$ cat src/rtl/ann_avmm_pkg.sv
// Shared register map, control bit positions and status layout
// for the ANN Avalon-MM I/O responder.
package ann_avmm_pkg;

    localparam logic [2:0] REG_CTRL     = 3'd0;
    localparam logic [2:0] REG_STATUS   = 3'd1;
    localparam logic [2:0] REG_IN_DATA  = 3'd2;
    localparam logic [2:0] REG_RESULT   = 3'd3;
    localparam logic [2:0] REG_LEDS     = 3'd4;
    localparam logic [2:0] REG_IRQ_STAT = 3'd5;

    localparam int CTRL_START  = 0;
    localparam int CTRL_CLEAR  = 1;
    localparam int CTRL_IRQ_EN = 2;
    localparam int IRQ_DONE    = 0;

    typedef struct packed {
        logic [7:0] fifo_count;
        logic       start_err;
        logic       underflow;
        logic       overflow;
        logic       done;
        logic       hold_valid;
        logic       fifo_empty;
        logic       fifo_full;
        logic       busy;
    } status_t;

endpackage

$ cat src/rtl/ann_sync_fifo.sv
// Single-clock first-word-fall-through FIFO; the head word is visible
// on dout whenever the FIFO is not empty, and dout reads 0 when empty.
module ann_sync_fifo #(
    parameter int DATA_W = 32,
    parameter int DEPTH  = 16,
    localparam int AW    = $clog2(DEPTH),
    localparam int CW    = AW + 1
) (
    input  logic              clk,
    input  logic              rst,
    input  logic              push,
    input  logic              pop,
    input  logic              clear,
    input  logic [DATA_W-1:0] din,
    output logic [DATA_W-1:0] dout,
    output logic              full,
    output logic              empty,
    output logic [CW-1:0]     count
);

    logic [DATA_W-1:0] mem [DEPTH];
    logic [AW-1:0]     wr_ptr;
    logic [AW-1:0]     rd_ptr;
    logic              do_push;
    logic              do_pop;

    assign empty   = (count == '0);
    assign full    = (count == CW'(DEPTH));
    assign do_pop  = pop & ~empty;
    // a pop in the same cycle frees the slot, so a full FIFO still accepts
    assign do_push = push & (~full | do_pop);
    assign dout    = empty ? '0 : mem[rd_ptr];

    always_ff @(posedge clk) begin
        if (do_push && !clear) begin
            mem[wr_ptr] <= din;
        end
    end

    always_ff @(posedge clk or posedge rst) begin
        if (rst) begin
            wr_ptr <= '0;
            rd_ptr <= '0;
            count  <= '0;
        end else if (clear) begin
            wr_ptr <= '0;
            rd_ptr <= '0;
            count  <= '0;
        end else begin
            if (do_push) begin
                wr_ptr <= wr_ptr + 1'b1;
            end
            if (do_pop) begin
                rd_ptr <= rd_ptr + 1'b1;
            end
            case ({do_push, do_pop})
                2'b10:   count <= count + 1'b1;
                2'b01:   count <= count - 1'b1;
                default: count <= count;
            endcase
        end
    end

endmodule

$ cat src/rtl/ann_avmm_io_slave.sv
// Avalon-MM responder bridging HPS software to the ANN datapath:
// input FIFO, result hold register, LED register and done interrupt.
module ann_avmm_io_slave
    import ann_avmm_pkg::*;
#(
    parameter int DATA_W     = 32,
    parameter int ADDR_W     = 3,
    parameter int FIFO_DEPTH = 16,
    parameter int LED_W      = 8
) (
    input  logic                clk_clk,
    input  logic                reset_reset,
    input  logic [ADDR_W-1:0]   avs_address,
    input  logic                avs_read,
    input  logic                avs_write,
    input  logic [DATA_W-1:0]   avs_writedata,
    input  logic [DATA_W/8-1:0] avs_byteenable,
    output logic [DATA_W-1:0]   avs_readdata,
    output logic                avs_readdatavalid,
    output logic [DATA_W-1:0]   ann_in_data,
    output logic                ann_in_valid,
    input  logic                ann_in_ready,
    input  logic [DATA_W-1:0]   ann_res_data,
    input  logic                ann_res_valid,
    output logic                ann_res_ready,
    output logic                ann_start,
    input  logic                ann_busy,
    output logic [LED_W-1:0]    leds_export,
    output logic                irq
);

    localparam int CW = $clog2(FIFO_DEPTH) + 1;

    logic              sel_ctrl, sel_status, sel_in, sel_res;
    logic              sel_leds, sel_irqs;
    logic              wr_ctrl, wr_in, wr_leds, wr_irqs, rd_res;
    logic              start_req, start_ok, clear;
    logic              push, pop, capture;
    logic              fifo_full, fifo_empty;
    logic [CW-1:0]     fifo_count;
    logic [DATA_W-1:0] hold;
    logic              hold_valid;
    logic              irq_en;
    logic              done, overflow, underflow, start_err;
    logic [DATA_W-1:0] rd_val;
    status_t           st;

    assign sel_ctrl   = (avs_address == ADDR_W'(REG_CTRL));
    assign sel_status = (avs_address == ADDR_W'(REG_STATUS));
    assign sel_in     = (avs_address == ADDR_W'(REG_IN_DATA));
    assign sel_res    = (avs_address == ADDR_W'(REG_RESULT));
    assign sel_leds   = (avs_address == ADDR_W'(REG_LEDS));
    assign sel_irqs   = (avs_address == ADDR_W'(REG_IRQ_STAT));

    assign wr_ctrl = avs_write & sel_ctrl;
    assign wr_in   = avs_write & sel_in;
    assign wr_leds = avs_write & sel_leds;
    assign wr_irqs = avs_write & sel_irqs;
    assign rd_res  = avs_read & sel_res;

    assign start_req = wr_ctrl & avs_writedata[CTRL_START];
    assign start_ok  = start_req & avs_byteenable[0] & ~ann_busy;
    assign clear     = wr_ctrl & avs_writedata[CTRL_CLEAR];

    assign ann_in_valid  = ~fifo_empty;
    assign ann_res_ready = ~hold_valid;
    assign pop           = ann_in_valid & ann_in_ready;
    assign push          = wr_in & (~fifo_full | pop);
    assign capture       = ann_res_valid & ~hold_valid;

    ann_sync_fifo #(
        .DATA_W (DATA_W),
        .DEPTH  (FIFO_DEPTH)
    ) u_fifo (
        .clk   (clk_clk),
        .rst   (reset_reset),
        .push  (push),
        .pop   (pop),
        .clear (clear),
        .din   (avs_writedata),
        .dout  (ann_in_data),
        .full  (fifo_full),
        .empty (fifo_empty),
        .count (fifo_count)
    );

    always_comb begin
        st            = '0;
        st.busy       = ann_busy;
        st.fifo_full  = fifo_full;
        st.fifo_empty = fifo_empty;
        st.hold_valid = hold_valid;
        st.done       = done;
        st.overflow   = overflow;
        st.underflow  = underflow;
        st.start_err  = start_err;
        st.fifo_count = 8'(fifo_count);
    end

    // zero unless a read is presented, so idle readdata stays 0
    always_comb begin
        rd_val = '0;
        if (avs_read) begin
            unique case (1'b1)
                sel_ctrl:   rd_val[CTRL_IRQ_EN] = irq_en;
                sel_status: rd_val[15:0] = st;
                sel_res:    rd_val = hold_valid ? hold : '0;
                sel_leds:   rd_val[LED_W-1:0] = leds_export;
                sel_irqs:   rd_val[IRQ_DONE] = done;
                default:    rd_val = '0;
            endcase
        end
    end

    always_ff @(posedge clk_clk or posedge reset_reset) begin
        if (reset_reset) begin
            avs_readdata      <= '0;
            avs_readdatavalid <= 1'b0;
            ann_start         <= 1'b0;
            irq               <= 1'b0;
            irq_en            <= 1'b0;
            leds_export       <= '0;
            hold              <= '0;
        end else begin
            avs_readdata      <= rd_val;
            avs_readdatavalid <= avs_read;
            ann_start         <= start_ok;
            irq               <= done & irq_en;
            if (wr_ctrl) begin
                irq_en <= avs_writedata[CTRL_IRQ_EN];
            end
            for (int i = 0; i < LED_W; i++) begin
                if (wr_leds && avs_byteenable[i/8]) begin
                    leds_export[i] <= avs_writedata[i];
                end
            end
            if (capture) begin
                hold <= ann_res_data;
            end
        end
    end

    // CLEAR outranks every set source in the same cycle
    always_ff @(posedge clk_clk or posedge reset_reset) begin
        if (reset_reset) begin
            hold_valid <= 1'b0;
            done       <= 1'b0;
            overflow   <= 1'b0;
            underflow  <= 1'b0;
            start_err  <= 1'b0;
        end else if (clear) begin
            hold_valid <= 1'b0;
            done       <= 1'b0;
            overflow   <= 1'b0;
            underflow  <= 1'b0;
            start_err  <= 1'b0;
        end else begin
            if (capture) begin
                hold_valid <= 1'b1;
            end else if (rd_res) begin
                hold_valid <= 1'b0;
            end
            if (capture) begin
                done <= 1'b1;
            end else if (wr_irqs && avs_writedata[IRQ_DONE]) begin
                done <= 1'b0;
            end
            if (wr_in && !push) begin
                overflow <= 1'b1;
            end
            if (rd_res && !hold_valid) begin
                underflow <= 1'b1;
            end
            if (start_req && !start_ok) begin
                start_err <= 1'b1;
            end
        end
    end

endmodule
$ cat config.mk
export PLATFORM = sky130hd
export DESIGN_NAME = ann_avmm_io_slave
export DESIGN_NICKNAME = d
export VERILOG_FILES = /design/src/rtl/ann_avmm_pkg.sv /design/src/rtl/ann_sync_fifo.sv /design/src/rtl/ann_avmm_io_slave.sv
export SDC_FILE = /design/constraint.sdc
export NUM_CORES = 1
export LEC_CHECK = 0
export BUFFER_PORTS_ARGS = -buffer_cell sky130_fd_sc_hd__buf_2
export CORE_ASPECT_RATIO = 0.5
export CORE_UTILIZATION = 59
export CTS_CLUSTER_DIAMETER = 50
export CTS_CLUSTER_SIZE = 40
export DETAILED_ROUTE_END_ITERATION = 6
export HOLD_SLACK_MARGIN = 0.03
export PLACE_DENSITY = 0.83
export SYNTH_ARGS = -nofsm -noshare
export SYNTH_HDL_FRONTEND = slang
export SYNTH_HIERARCHICAL = 1
export SYNTH_SLANG_ARGS = --single-unit
$ cat constraint.sdc
create_clock -name clk_clk -period 5.5 [get_ports clk_clk]
set_clock_uncertainty 0.05 [all_clocks]
set_input_delay 0.275 -clock clk_clk [delete_from_list [all_inputs] [get_ports clk_clk]]
set_output_delay 0.275 -clock clk_clk [all_outputs]
set_load 0.01 [all_outputs]
==> results of run 1 <==
## power groups by stage
stage	logic, W	registers (W)	clock network [W]
after floorplan	0.00244	0.00537	0
after global placement	0.00293	0.00566	0
after detailed placement	0.00303	0.00568	0
after CTS	0.00313	0.00558	0.00286
after global routing	0.00331	0.00563	0.00304
final	0.00313	0.00558	0.00285
## cell families after synthesis
group,count (synthesis)
xor gates and xnor gates,7
DFF,606
muxes,210
buffers and inverters,73
adders and majority gates,9
and+or+nand+nor,156
AOI/OAI and AO/OA,77
## routing by layer
| metal | track usage [%] | share of wire [%] | vias up |
|---|---|---|---|
| met5 | 0 | 0 | - |
| met1 | 35.75 | 38 | 6277 |
| li1 | - | - | 5012 |
| met4 | 7.216 | 2.1 | 0 |
| met3 | 3.921 | 8.3 | 72 |
| met2 | 46.41 | 51 | 671 |
## cell usage after synthesis, types with 2 or more instances
cell type                     n
sky130_fd_sc_hd__a211oi_1     2
sky130_fd_sc_hd__a21oi_1      9
sky130_fd_sc_hd__a221o_1     32
sky130_fd_sc_hd__a22o_1       5
sky130_fd_sc_hd__a22oi_1      5
sky130_fd_sc_hd__a2bb2oi_1    5
sky130_fd_sc_hd__a31oi_1      2
sky130_fd_sc_hd__and2_1      21
sky130_fd_sc_hd__and3_1       2
sky130_fd_sc_hd__buf_1        4
sky130_fd_sc_hd__buf_2       23
sky130_fd_sc_hd__buf_4        6
sky130_fd_sc_hd__buf_6       12
sky130_fd_sc_hd__clkbuf_1    13
sky130_fd_sc_hd__dfrtp_1     94
sky130_fd_sc_hd__edfxtp_1   512
sky130_fd_sc_hd__ha_1         8
sky130_fd_sc_hd__inv_1       14
sky130_fd_sc_hd__mux2_1       3
sky130_fd_sc_hd__mux2_2      42
sky130_fd_sc_hd__mux2i_1     37
sky130_fd_sc_hd__mux4_2     128
sky130_fd_sc_hd__nand2_1     15
sky130_fd_sc_hd__nand2b_1     9
sky130_fd_sc_hd__nand3_1      7
sky130_fd_sc_hd__nor2_1      80
sky130_fd_sc_hd__nor2_4       2
sky130_fd_sc_hd__nor2b_1      3
sky130_fd_sc_hd__nor3b_1      2
sky130_fd_sc_hd__o21ai_0      2
sky130_fd_sc_hd__o21ai_1      2
sky130_fd_sc_hd__o21bai_1     2
sky130_fd_sc_hd__xnor2_1      3
sky130_fd_sc_hd__xor2_1       4
## path summary, 6_finish.rpt
| path | startpoint | endpoint | slack, ps | cells after the start |
|---|---|---|---|---|
| max in group asynchronous | reset_reset | avs_readdata[4]$_DFF_PP0_ | 4200 | 4 |
| min | avs_writedata[9] | u_fifo/mem[4][9]$_DFFE_PP_ | 40 | 1 |
| max reg2reg | u_fifo/count[1]$_DFFE_PP0P_ | u_fifo/mem[4][7]$_DFFE_PP_ | 1500 | 10 |
| min reg2reg | hold[14]$_DFFE_PP0P_ | avs_readdata[14]$_DFF_PP0_ | 440 | 1 |
| min in group asynchronous | reset_reset | irq$_DFF_PP0_ | 90 | 3 |
| max | u_fifo/count[1]$_DFFE_PP0P_ | u_fifo/mem[4][7]$_DFFE_PP_ | 1500 | 10 |
## state kept, by name, indices dropped and copies added, names as in the netlist
name / count
start_err: 1
leds_export: 8
hold: 32
done: 1
irq_en: 1
u_fifo/rd_ptr: 4
hold_valid: 1
overflow: 1
avs_readdata: 32
ann_start: 1
u_fifo/wr_ptr: 4
underflow: 1
irq: 1
avs_readdatavalid: 1
u_fifo/mem: 512
u_fifo/count: 5
## per-stage QoR
stage / setup WS, ps / area, um2 / hold slack (ps) / util [%]
2_1_floorplan: 1594 / 23570 / 102.0 / -
3_3_place_gp: 1727 / 24990 / 97.35 / 63.89
3_5_place_dp: 1535 / 24990 / 98.97 / 63.89
4_1_cts: 1529 / 26670 / 31.36 / 68.18
5_1_grt: 1288 / 26670 / 38.28 / 68.18
6_report: 1503 / 26670 / 42.49 / 68.18
## cell type report
cell class                      instances  share of cell area [%]
Sequential cell                       606                   66.50
Clock inverter                         23                  0.8773
Multi-Input combinational cell        459                   20.83
Timing Repair Buffer                  234                   5.789
Inverter                               14                  0.2017
Tap cell                              530                   2.486
Clock buffer                           37                   3.312
## timing repair
item,4_1_cts,5_1_grt
hold endpoints to repair,278,0
hold buffers,56,0
resized for setup,0,0
setup endpoints to repair,0,0
==> metrics.log, run 1 <==
INFO  metric outcome = finished, final reports clean
INFO  metric post_synth_and_or_nand_nor_area_fraction = 3.419%
INFO  metric detail_route.first_pass.iterations = 5
INFO  metric yosys.area.top_type_share = 65.23%
INFO  metric grt_pass1_wl = 79320 um
INFO  metric period_share = 72.67%
INFO  metric worst-setup-path-type = reg -> reg
INFO  metric clock_tree_from_tritoncts = yes
INFO  metric syn_nets = 1225
INFO  metric globalRoute.totalOverflow = 0
INFO  metric die_outline_width = between 200 and 300 um
INFO  metric multiInputGateArea = 5557 um2
INFO  metric avgSynthCellArea = between 20 and 25 um2
INFO  metric worst-path-buf-inv = 3
INFO  metric number_of_max_cap_violations = 0
INFO  metric top_achievable_clock_speed = 250.2 MHz
INFO  metric postCtsSetupRepairBufs = 0
INFO  metric drtIter0Drc = 1304
INFO  metric power-per-cell-area = about 430 nW/um2
INFO  metric insertedDiodeCount = 0
INFO  metric slew_headroom = 28.73%
INFO  metric net-switching-power = 0.003483 W
INFO  metric yosys-top-cells-area = sky130_fd_sc_hd__edfxtp_1 (65%), sky130_fd_sc_hd__mux4_2 (12%), sky130_fd_sc_hd__dfrtp_1 (10%), sky130_fd_sc_hd__mux2_2 (2.0%), sky130_fd_sc_hd__mux2i_1 (1.6%)
INFO  metric syn_inst = 1138
INFO  metric ctsHtreeMaxLevel = 2
INFO  metric final-max-slew-violation-count = 0
INFO  metric critPathRequiredTime = 5700 ps
INFO  metric design_power_total = roughly 0.012 W
INFO  metric clock_tree.buffer_depth = 3
INFO  metric rsz0062_at_grt = false
INFO  metric die_h = roughly 140 um
INFO  metric cts.sink_count = between 600 and 700
INFO  metric crit_arrival = about 4200 ps
INFO  metric max_slew.worst_pin.slew = 1067 ps
INFO  metric worst_setup_ep_type = flip-flop
INFO  metric routedWlPerCell = approximately 28 um
INFO  metric layout.filler_cells = 2314
INFO  metric port_buffers = approximately 150
INFO  metric finalWorstPathRequiredPeriod = around 4000 ps
INFO  metric grt_antenna_before_repair = 0
INFO  metric initial_core_util = 60.26%
INFO  metric layout.cells.most_common_list = sky130_fd_sc_hd__edfxtp_1 (512), sky130_fd_sc_hd__buf_2 (151), sky130_fd_sc_hd__mux4_2 (128)
INFO  metric slowest_stage = sky130_fd_sc_hd__nor2_4
INFO  metric postSynthRegisterBits = around 610
INFO  metric synthDominantAreaCellType = sky130_fd_sc_hd__edfxtp_1
INFO  metric fraction_of_layout_instances_using_a_drive_strength_above_1 = 31.90%
INFO  metric worst_skew_pair.late_latency = 540 ps
INFO  metric dieArea = 40800 um2
INFO  metric comb_power_share = 27.1%
INFO  metric detail_route.drc_violations = 0
INFO  metric synth_edf_count = 512
INFO  metric routed_wl = 52980 um
INFO  metric cts_made_buffers = 34
INFO  metric clock_power_share = 24.7%
INFO  metric ys.warnings.count = 6
INFO  metric synth_top_family_by_area = multiplexers
INFO  metric clk_pin_slew = 90 ps
INFO  metric total_leakage_power = a little over 9 nW
INFO  metric path_delay_family = simple AND/OR/NAND/NOR gates
INFO  metric placementRows = 51
INFO  metric detail_route.vias_per_cell = between 6 and 7
INFO  metric nets_finish = roughly 1.4k
INFO  metric core_area = 39120 um2
INFO  metric report.final.setup_viol = 0
INFO  metric netSwitchingFraction = a little under a third
INFO  metric place.gp.congestion = 0.7967
INFO  metric synth_seq_area_share = 75.21%
INFO  metric synth-adder-area-share = 0.5096%
INFO  metric routed-via-count = 12.03k
INFO  metric syn_to_final_growth = 13.15%
INFO  metric critical_path_peak_fanout = 19
INFO  metric layout.cells.non_filler = 1903
INFO  metric grt_use_total = 26.63%
INFO  metric place.detailed.hpwl = around 29000 um
INFO  metric path_cells = or4_1 > nor2_8 > inv_1 > nand2_1 > a21boi_0 > buf_4 > a21boi_1 > nand2_1 > nor2_4 > buf_4
INFO  metric dominantRegCellSynth = sky130_fd_sc_hd__edfxtp_1
INFO  metric critical-path-max-stage-delay = 780 ps
INFO  metric top_level_ports = 155
INFO  metric asyncSetResetFlopFracSynth = 15.51%
INFO  metric mappedNetlistArea = approximately 24000 um2
INFO  metric power.sequential.fraction = roughly half
INFO  metric clock-root-buffer = sky130_fd_sc_hd__clkbuf_16
INFO  metric yosysUniqueCellTypes = 62
INFO  metric setup_tns = 0 ps
INFO  metric postRouteAntennaNets = 0
INFO  metric first_global_vias = 12.80k
INFO  metric synth-xor-area-share = less than 1%
INFO  metric post-place-cells = 1787
INFO  metric final_common_cell = sky130_fd_sc_hd__edfxtp_1
INFO  metric largest_net_degree_at_the_start_of_global_routing = a little under 80
INFO  metric vdd_ir_drop_max = about 0.00026 V
INFO  metric area_used_by_sequential_logic_in_the_layout = 17740 um2
INFO  metric yosys-mux-area-fraction = 15.95%
INFO  metric count_of_endpoints_failing_hold_in_the_final_timing_report = 0
INFO  metric p_int = 0.008074 W
INFO  metric synth_compound_area_share = slightly below 3%
INFO  metric worstSetupStartpointType = flip-flop
INFO  metric hold_class = in -> reg
(Power assumes the default switching activity.)
==> run 2, diff against run 1 <==
Clock period 5.5 ns to 3.84 ns, I/O delays scaled along.
==> run 2 against run 1 <==
Compared with the run above:
- design area grew 1.8%
- global-route usage rose by 0.31 points
- total power is 45% higher
- fmax up 10%
- first-iteration DRC count up 5.8%
- register-to-register slack worse by 1300 ps
- clock power rose by 46%
- via count up 1.5%
- wire length is 0.70% higher
- core utilization grew 1.2 points
- sequential cell count did not move
- sequential power increased by 41%
- critical path type unchanged
==> metrics.log, run 2 (synthesis gave the netlist of run 1 again) <==
INFO  metric rr_worst_depth = 9 (was 10)
INFO  metric largest_net_degree_at_the_start_of_global_routing = 57 (was 78)
INFO  metric clock_tree.buffer_depth = 3 (unchanged)
INFO  metric clk_pin_slew = 90 ps (about the same)
INFO  metric routed-via-count = 12.22k (was 12.03k)
INFO  metric number_of_flip_flops_under_the_largest_register_name = 512 (unchanged)
INFO  metric postLayoutSetupSlackWorst = 217.4 ps (was 1503 ps)
INFO  metric layout.cells.most_common_list = sky130_fd_sc_hd__edfxtp_1 (512), sky130_fd_sc_hd__buf_2 (151), sky130_fd_sc_hd__mux4_2 (128) (unchanged)
INFO  metric critPathRequiredTime = 4000 ps (was 5700 ps)
INFO  metric fraction_of_layout_instances_using_a_drive_strength_above_1 = 32.02% (was 31.90%)
INFO  metric postCtsSetupRepairBufs = 0 (unchanged)
INFO  metric crit-reg2reg-launch = u_fifo/count[0]$_DFFE_PP0P_ (was u_fifo/count[1]$_DFFE_PP0P_)
INFO  metric ff2ff_setup_slack = 220 ps (was 1500 ps)
INFO  metric place.gp.congestion = 0.8340 (was 0.7967)
INFO  metric routed_wl = 53350 um (was 52980 um)
INFO  metric hold_buf_count_cts = 71 (was 56)
INFO  metric setup_tns = 0 ps (unchanged)
INFO  metric detail_route.vias_per_cell = 6.333 (was 6.323)
INFO  metric period_share = 94.34% (was 72.67%)
INFO  metric placementRows = 51 (unchanged)
INFO  metric outcome = finished, final reports clean (unchanged)
INFO  metric crit_arrival = 3790 ps (was 4190 ps)
INFO  metric worstSetupStartpointType = flip-flop (unchanged)
INFO  metric drtIter0Drc = 1379 (was 1304)
INFO  metric grt_antenna_before_repair = 0 (unchanged)
INFO  metric dp_worst_setup_slack = 285.9 ps (was 1535 ps)
INFO  metric slew_headroom = 34.31% (was 28.73%)
INFO  metric grt.busiest_layer = met2 (unchanged)
INFO  metric post_cts_resize_count = 0 (unchanged)
INFO  metric top_level_ports = 155 (unchanged)
INFO  metric layout.filler_cells = 2224 (was 2314)
INFO  metric postRouteAntennaNets = 0 (unchanged)
INFO  metric worst-setup-path-type = reg -> reg (unchanged)
INFO  metric final-max-slew-violation-count = 0 (unchanged)
INFO  metric largest_register = u_fifo/mem (unchanged)
INFO  metric grt_use_total = 26.94% (was 26.63%)
INFO  metric nets_finish = 1462 (was 1436)
INFO  metric insertedDiodeCount = 0 (unchanged)
INFO  metric place.detailed.hpwl = 29280 um (was 28680 um)
INFO  metric biggestRegsByFlops = u_fifo/mem (512), avs_readdata (32), hold (32) (unchanged)
INFO  metric first_global_vias = 13.08k (was 12.80k)
INFO  metric detail_route.first_pass.iterations = 5 (unchanged)
INFO  metric die_h = 143.3 um (unchanged)
INFO  metric cts_made_buffers = 34 (unchanged)
INFO  metric worst_setup_ep_type = flip-flop (unchanged)
INFO  metric die_outline_width = 284.7 um (unchanged)
INFO  metric critical_path_peak_fanout = 19 (unchanged)
INFO  metric rsz0062_at_grt = false (unchanged)
INFO  metric port_buffers = 151 (unchanged)
INFO  metric number_of_max_cap_violations = 0 (unchanged)
INFO  metric final_common_cell = sky130_fd_sc_hd__edfxtp_1 (unchanged)
INFO  metric finalWorstPathRequiredPeriod = 3623 ps (was 3997 ps)
INFO  metric report.final.setup_viol = 0 (unchanged)
INFO  metric routedWlPerCell = 27.66 um (was 27.84 um)
INFO  metric min-delay-start = avs_writedata[0] (was avs_writedata[9])
INFO  metric initial_core_util = 60.26% (unchanged)
INFO  metric core_area = 39120 um2 (unchanged)
INFO  metric dieArea = 40800 um2 (unchanged)
INFO  metric global_route_met3_usage = 5.381% (was 3.921%)
INFO  metric total_leakage_power = 9.442 nW (was 9.256 nW)
INFO  metric grt.met1_usage = 35.72% (was 35.75%)
INFO  metric multiInputGateArea = 5555 um2 (was 5557 um2)
INFO  metric globalRoute.totalOverflow = 0 (unchanged)
INFO  metric top_achievable_clock_speed = 276.0 MHz (was 250.2 MHz)
INFO  metric cts.sink_count = 606 (unchanged)
INFO  metric min_delay_worst_endpoint = u_fifo/mem[7][0]$_DFFE_PP_ (was u_fifo/mem[4][9]$_DFFE_PP_)
INFO  metric detail_route.drc_violations = 0 (unchanged)
INFO  metric worstReg2RegEnd = u_fifo/mem[6][19]$_DFFE_PP_ (was u_fifo/mem[4][7]$_DFFE_PP_)
INFO  metric max_slew.worst_pin.slew = 985.4 ps (was 1067 ps)
INFO  metric area_used_by_sequential_logic_in_the_layout = 17740 um2 (unchanged)
INFO  metric hold_class = in -> reg (unchanged)
INFO  metric syn_to_final_growth = 15.20% (was 13.15%)
INFO  metric count_of_endpoints_failing_hold_in_the_final_timing_report = 0 (unchanged)
INFO  metric finish.utilization = 69.42% (was 68.18%)
INFO  metric clock_tree_from_tritoncts = yes (unchanged)
INFO  metric vdd_ir_drop_max = 0.0004769 V (was 0.0002635 V)
INFO  metric hold_path_depth = 1 (unchanged)
INFO  metric grt_pass1_wl = 80680 um (was 79320 um)
INFO  metric clock-root-buffer = sky130_fd_sc_hd__clkbuf_16 (unchanged)
INFO  metric ctsHtreeMaxLevel = 2 (unchanged)
INFO  metric power-per-cell-area = 618.0 nW/um2 (was 433.3 nW/um2)
INFO  metric worst_skew_pair.late_latency = 540 ps (about the same)
INFO  metric use_met2 = 46.01% (was 46.41%)
==> run 2: cell type report <==
type                       instances  area share (%)
tap                              530           2.442
multi-input combinational        459           20.46
timing repair buffer             260           7.290
inverter                          14          0.1981
sequential                       606           65.32
clock buffer                      37           3.253
clock inverter                    23           1.041
==> run 2: report_power, final <==
part           internal, W  switching [W]  total [W]
registers          0.00740       0.000465    0.00787
logic              0.00236        0.00239    0.00474
clock network      0.00197        0.00220    0.00417
==> run 2: worst max path at each step <==
stage | start | endpoint | slack, ps | cells past startpoint
floorplan | u_fifo/count[0]$_DFFE_PP0P_ | u_fifo/mem[12][0]$_DFFE_PP_ | -70 | 10
global placement | u_fifo/count[0]$_DFFE_PP0P_ | u_fifo/mem[4][20]$_DFFE_PP_ | 450 | 9
detailed placement | u_fifo/count[0]$_DFFE_PP0P_ | u_fifo/mem[6][20]$_DFFE_PP_ | 290 | 9
CTS | u_fifo/count[0]$_DFFE_PP0P_ | u_fifo/mem[6][16]$_DFFE_PP_ | 270 | 9
global route | u_fifo/count[0]$_DFFE_PP0P_ | u_fifo/mem[4][16]$_DFFE_PP_ | 60 | 9
finish | u_fifo/count[0]$_DFFE_PP0P_ | u_fifo/mem[6][19]$_DFFE_PP_ | 220 | 9
==> run 2: metrics by stage <==
| stage | cells | cell area (um2) | total power, W | hold slack [ps] |
|---|---|---|---|---|
| 2_1_floorplan | 1138 | 23570 | 0.01119 | 18.96 |
| 3_3_place_gp | 1797 | 25270 | 0.01240 | 222.8 |
| 3_5_place_dp | 1797 | 25270 | 0.01260 | 234.8 |
| 4_1_cts | 1928 | 27140 | 0.01685 | 30.81 |
| 5_1_grt | 1929 | 27150 | 0.01740 | 44.93 |
| 6_report | 1929 | 27150 | 0.01678 | 54.86 |
==> run 2: routing by layer <==
layer,routed length [um],up-vias
met5,0,-
met4,1442,0
met3,4976,95
met2,27020,703
met1,19910,6354
li1,-,5065
==> run 2: worst max-delay path, stage by stage, from the launching register on <==
cell and delay, ps:
sky130_fd_sc_hd__dfrtp_1 490, sky130_fd_sc_hd__or4_1 430, sky130_fd_sc_hd__nor2_8 70, sky130_fd_sc_hd__inv_1 80, sky130_fd_sc_hd__nand2_1 80, sky130_fd_sc_hd__a21boi_0 620
sky130_fd_sc_hd__a21boi_1 510, sky130_fd_sc_hd__nand2_1 370, sky130_fd_sc_hd__nor2_4 210, sky130_fd_sc_hd__buf_4 370
==> run 3, diff against run 2 <==
Settings changed: CELL_PAD_IN_SITES_DETAIL_PLACEMENT set to 0, CELL_PAD_IN_SITES_GLOBAL_PLACEMENT set to 1, CORE_UTILIZATION 59 to 53, PLACE_DENSITY 0.83 to unset, PLACE_DENSITY_LB_ADDON set to 0.1, SYNTH_HIERARCHICAL 1 to unset.
==> run 3 against run 2 <==
Compared with the run above:
- register-to-register slack better by 620 ps
- sequential cell count unchanged
- total power down 3.1%
- global-route usage down 4.6 points
- final cell count up 1.3%
- core utilization down 6.3 points
- hold slack better by 28 ps
- count of clock-buffer cells in the layout up 3
- area after synthesis down 0.77%
- combinational power down 9.9%
- critical path type is now reg -> out
- largest power group unchanged
==> metrics.log, run 3 <==
INFO  metric clk_pin_slew = 80 ps (was 90 ps)
INFO  metric critPathRequiredTime = 3600 ps (was 4000 ps)
INFO  metric place.gp.congestion = 0.7506 (was 0.8340)
INFO  metric worst-setup-path-type = reg -> out (was reg -> reg)
INFO  metric worstSetupStartpointType = flip-flop (unchanged)
INFO  metric yosys-top-cells-area = sky130_fd_sc_hd__edfxtp_1 (66%), sky130_fd_sc_hd__mux4_2 (12%), sky130_fd_sc_hd__dfrtp_1 (10%), sky130_fd_sc_hd__mux2i_1 (2.9%), sky130_fd_sc_hd__mux2_2 (2.0%) (was sky130_fd_sc_hd__edfxtp_1 (65%), sky130_fd_sc_hd__mux4_2 (12%), sky130_fd_sc_hd__dfrtp_1 (10%), sky130_fd_sc_hd__mux2_2 (2.0%), sky130_fd_sc_hd__mux2i_1 (1.6%))
INFO  metric number_of_max_cap_violations = 0 (unchanged)
INFO  metric crit_arrival = 3140 ps (was 3790 ps)
INFO  metric clock-root-buffer = sky130_fd_sc_hd__clkbuf_16 (unchanged)
INFO  metric hold-worst-slack = 83.10 ps (was 54.86 ps)
INFO  metric synth_edf_count = 512 (unchanged)
INFO  metric port_buffers = 151 (unchanged)
INFO  metric biggestRegsByFlops = u_fifo.mem (512), avs_readdata (32), hold (32) (was u_fifo/mem (512), avs_readdata (32), hold (32))
INFO  metric first_global_vias = 12.05k (was 13.08k)
INFO  metric max_slew.worst_pin.slew = 968.9 ps (was 985.4 ps)
INFO  metric core_area = 42770 um2 (was 39120 um2)
INFO  metric syn_nets = 1208 (was 1225)
INFO  metric layout.filler_cells = 3000 (was 2224)
INFO  metric outcome = finished, final reports clean (unchanged)
INFO  metric report.final.setup_viol = 0 (unchanged)
INFO  metric final_common_cell = sky130_fd_sc_hd__edfxtp_1 (unchanged)
INFO  metric number_of_flip_flops_under_the_largest_register_name = 512 (unchanged)
INFO  metric initial_core_util = 54.68% (was 60.26%)
INFO  metric grt_use_total = 22.32% (was 26.94%)
INFO  metric yosysUniqueCellTypes = 49 (was 62)
INFO  metric avgSynthCellArea = 20.81 um2 (was 20.71 um2)
INFO  metric detail_route.vias_per_cell = 5.934 (was 6.333)
INFO  metric worst_setup_ep_type = output port (was flip-flop)
INFO  metric slew_headroom = 35.27% (was 34.31%)
INFO  metric finalWorstPathRequiredPeriod = 3381 ps (was 3623 ps)
INFO  metric ctsHtreeMaxLevel = 2 (unchanged)
INFO  metric detail_route.drc_violations = 0 (unchanged)
INFO  metric post-place-cells = 1818 (was 1797)
INFO  metric critical_path_peak_fanout = 15 (was 19)
INFO  metric rsz0062_at_grt = false (unchanged)
INFO  metric synth_seq_area_share = 75.79% (was 75.21%)
INFO  metric hold_class = in -> reg (unchanged)
INFO  metric finish.utilization = 63.08% (was 69.42%)
INFO  metric clock_tree.buffer_depth = 3 (unchanged)
INFO  metric nets_finish = 1436 (was 1462)
INFO  metric routed_wl = 49290 um (was 53350 um)
INFO  metric insertedDiodeCount = 0 (unchanged)
INFO  metric total_leakage_power = 9.248 nW (was 9.442 nW)
INFO  metric layout.cells.non_filler = 1954 (was 1929)
INFO  metric syn_inst = 1124 (was 1138)
INFO  metric fraction_of_layout_instances_using_a_drive_strength_above_1 = 31.37% (was 32.02%)
INFO  metric power-per-cell-area = 602.5 nW/um2 (was 618.0 nW/um2)
INFO  metric routed-via-count = 11.60k (was 12.22k)
INFO  metric synthDominantAreaCellType = sky130_fd_sc_hd__edfxtp_1 (unchanged)
INFO  metric postSynthRegisterBits = 606 (unchanged)
INFO  metric worst_skew_pair.late_latency = 540 ps (about the same)
INFO  metric critical-path-max-stage-delay = 600 ps (was 620 ps)
INFO  metric largest_net_degree_at_the_start_of_global_routing = 63 (was 57)
INFO  metric syn_to_final_growth = 15.35% (was 15.20%)
INFO  metric design_power_total = 0.01626 W (was 0.01678 W)
INFO  metric die_outline_width = 299.1 um (was 284.7 um)
INFO  metric dieArea = 45020 um2 (was 40800 um2)
INFO  metric routedWlPerCell = 25.23 um (was 27.66 um)
INFO  metric placementRows = 53 (was 51)
INFO  metric drtIter0Drc = 1098 (was 1379)
INFO  metric top_achievable_clock_speed = 295.8 MHz (was 276.0 MHz)
INFO  metric period_share = 88.04% (was 94.34%)
INFO  metric yosys.cell_count.top_type = sky130_fd_sc_hd__edfxtp_1 (unchanged)
INFO  metric grt_antenna_before_repair = 0 (unchanged)
INFO  metric most_common_library_cells_after_synthesis = sky130_fd_sc_hd__edfxtp_1 (512), sky130_fd_sc_hd__mux4_2 (128), sky130_fd_sc_hd__dfrtp_1 (94) (unchanged)
INFO  metric path_cells = nor4_4 > nand2_1 > nand2b_2 > buf_4 > o22ai_1 > buf_2 (was or4_1 > nor2_8 > inv_1 > nand2_1 > a21boi_0 > a21boi_1 > nand2_1 > nor2_4 > buf_4)
INFO  metric clock_tree_from_tritoncts = yes (unchanged)
INFO  metric largest_register = u_fifo.mem (was u_fifo/mem)
INFO  metric top_level_ports = 155 (unchanged)
INFO  metric cts_made_buffers = 35 (was 34)
INFO  metric dominantRegCellSynth = sky130_fd_sc_hd__edfxtp_1 (unchanged)
INFO  metric ys.warnings.count = 0 (was 6)
INFO  metric layout.cells.most_common_list = sky130_fd_sc_hd__edfxtp_1 (512), sky130_fd_sc_hd__buf_2 (151), sky130_fd_sc_hd__mux4_2 (128) (unchanged)
INFO  metric place.detailed.hpwl = 26880 um (was 29280 um)
INFO  metric asyncSetResetFlopFracSynth = 15.51% (unchanged)
INFO  metric vdd_ir_drop_max = 0.0004815 V (was 0.0004769 V)
INFO  metric slowest_stage = sky130_fd_sc_hd__nor4_4 (was sky130_fd_sc_hd__a21boi_0)
INFO  metric grt_pass1_wl = 74030 um (was 80680 um)
INFO  metric detail_route.first_pass.iterations = 5 (unchanged)
INFO  metric cts.sink_count = 606 (unchanged)
INFO  metric die_h = 150.5 um (was 143.3 um)
INFO  metric final-max-slew-violation-count = 0 (unchanged)
INFO  metric count_of_endpoints_failing_hold_in_the_final_timing_report = 0 (unchanged)
INFO  metric mappedNetlistArea = 23390 um2 (was 23570 um2)
INFO  metric postRouteAntennaNets = 0 (unchanged)
INFO  metric yosys.area.top_type_share = 65.74% (was 65.23%)
INFO  metric globalRoute.totalOverflow = 0 (unchanged)
[run 3: changes by cell type after synthesis, sizes merged, moves of 8 or more]
cell / before / now
clkbuf: 14 / 29
inv: 14 / 6
nor2: 84 / 42
and2: 21 / 3
mux2i: 37 / 67
and3: 2 / 20
a221o: 32 / 0
buf: 45 / 35
o22ai: 1 / 34
[run 3: worst paths after layout]
check                                            start                           to  slack [ps]  cells past startpoint
setup reg to reg           u_fifo.count[3]$_DFFE_PP0P_  u_fifo.mem[7][14]$_DFFE_PP_         840                      5
hold / removal                               avs_write             done$_DFFE_PP0P_          80                      5
min in group asynchronous                  reset_reset   leds_export[6]$_DFFE_PP0P_         300                      3
hold reg to reg                   hold[18]$_DFFE_PP0P_   avs_readdata[18]$_DFF_PP0_         450                      1
max in group asynchronous                  reset_reset    avs_readdata[3]$_DFF_PP0_        2530                      4
setup / recovery           u_fifo.count[3]$_DFFE_PP0P_              ann_in_data[23]         460                      6
[run 3: area by class of cell]
cell class,instances,area [um2],area share (%)
repair buffers,255,1834,6.799
inverters,6,25.02,0.09275
multi-input cells,448,5487,20.34
well taps,577,721.9,2.676
flip-flops and latches,606,17740,65.75
clock inverters,22,236.5,0.8765
clock buffers,40,937.1,3.474
[run 3: through the flow]
step                      area, um2  setup slack [ps]  setup TNS [ps]
after floorplan               23400             -1208          -77280
after global placement        25070             930.4               0
after detailed placement      25070             857.3               0
after CTS                     26980             449.4               0
after global routing          26980             311.9               0
final                         26980             459.3               0
[run 3: cell families after synthesis]
| logic type | after synthesis | synth area share [%] |
|---|---|---|
| muxes | 237 | 17.21 |
| xor gates and xnor gates | 8 | 0.2996 |
| buffers and inverters | 70 | 1.343 |
| adders and majority gates | 6 | 0.3210 |
| DFF | 606 | 75.79 |
| AOI/OAI and AO/OA | 76 | 2.193 |
| and+or+nand+nor | 121 | 2.835 |
[run 3: timing repair]
item | in CTS | in global routing
hold buffers | 74 | 0
setup buffers | 0 | 0
gates resized for setup | 0 | 0
endpoints found under the hold margin | 602 | 0
endpoints found under the setup margin | 0 | 0
[run 3: power breakdown]
part / internal (W) / total, W / leakage (nW) / switching, W
Sequential: 0.00739 / 0.00781 / 5.79 / 0.000419
Clock: 0.00198 / 0.00418 / 0.568 / 0.00220
Combinational: 0.00218 / 0.00427 / 2.89 / 0.00209
[run 3: layer usage]
metal | global-route usage, % | part of all wire (%)
met5 | 0 | 0
met3 | 3.911 | 6.6
met2 | 36.03 | 48
met4 | 3.571 | 1.1
met1 | 32.85 | 44
[run 3: critical path: cells and delay by family (launching register included)]
kind / cells / cell delay, ps
and+or+nand+nor: 3 / 1440
DFF: 1 / 520
buffers and inverters: 2 / 510
AOI/OAI and AO/OA: 1 / 120
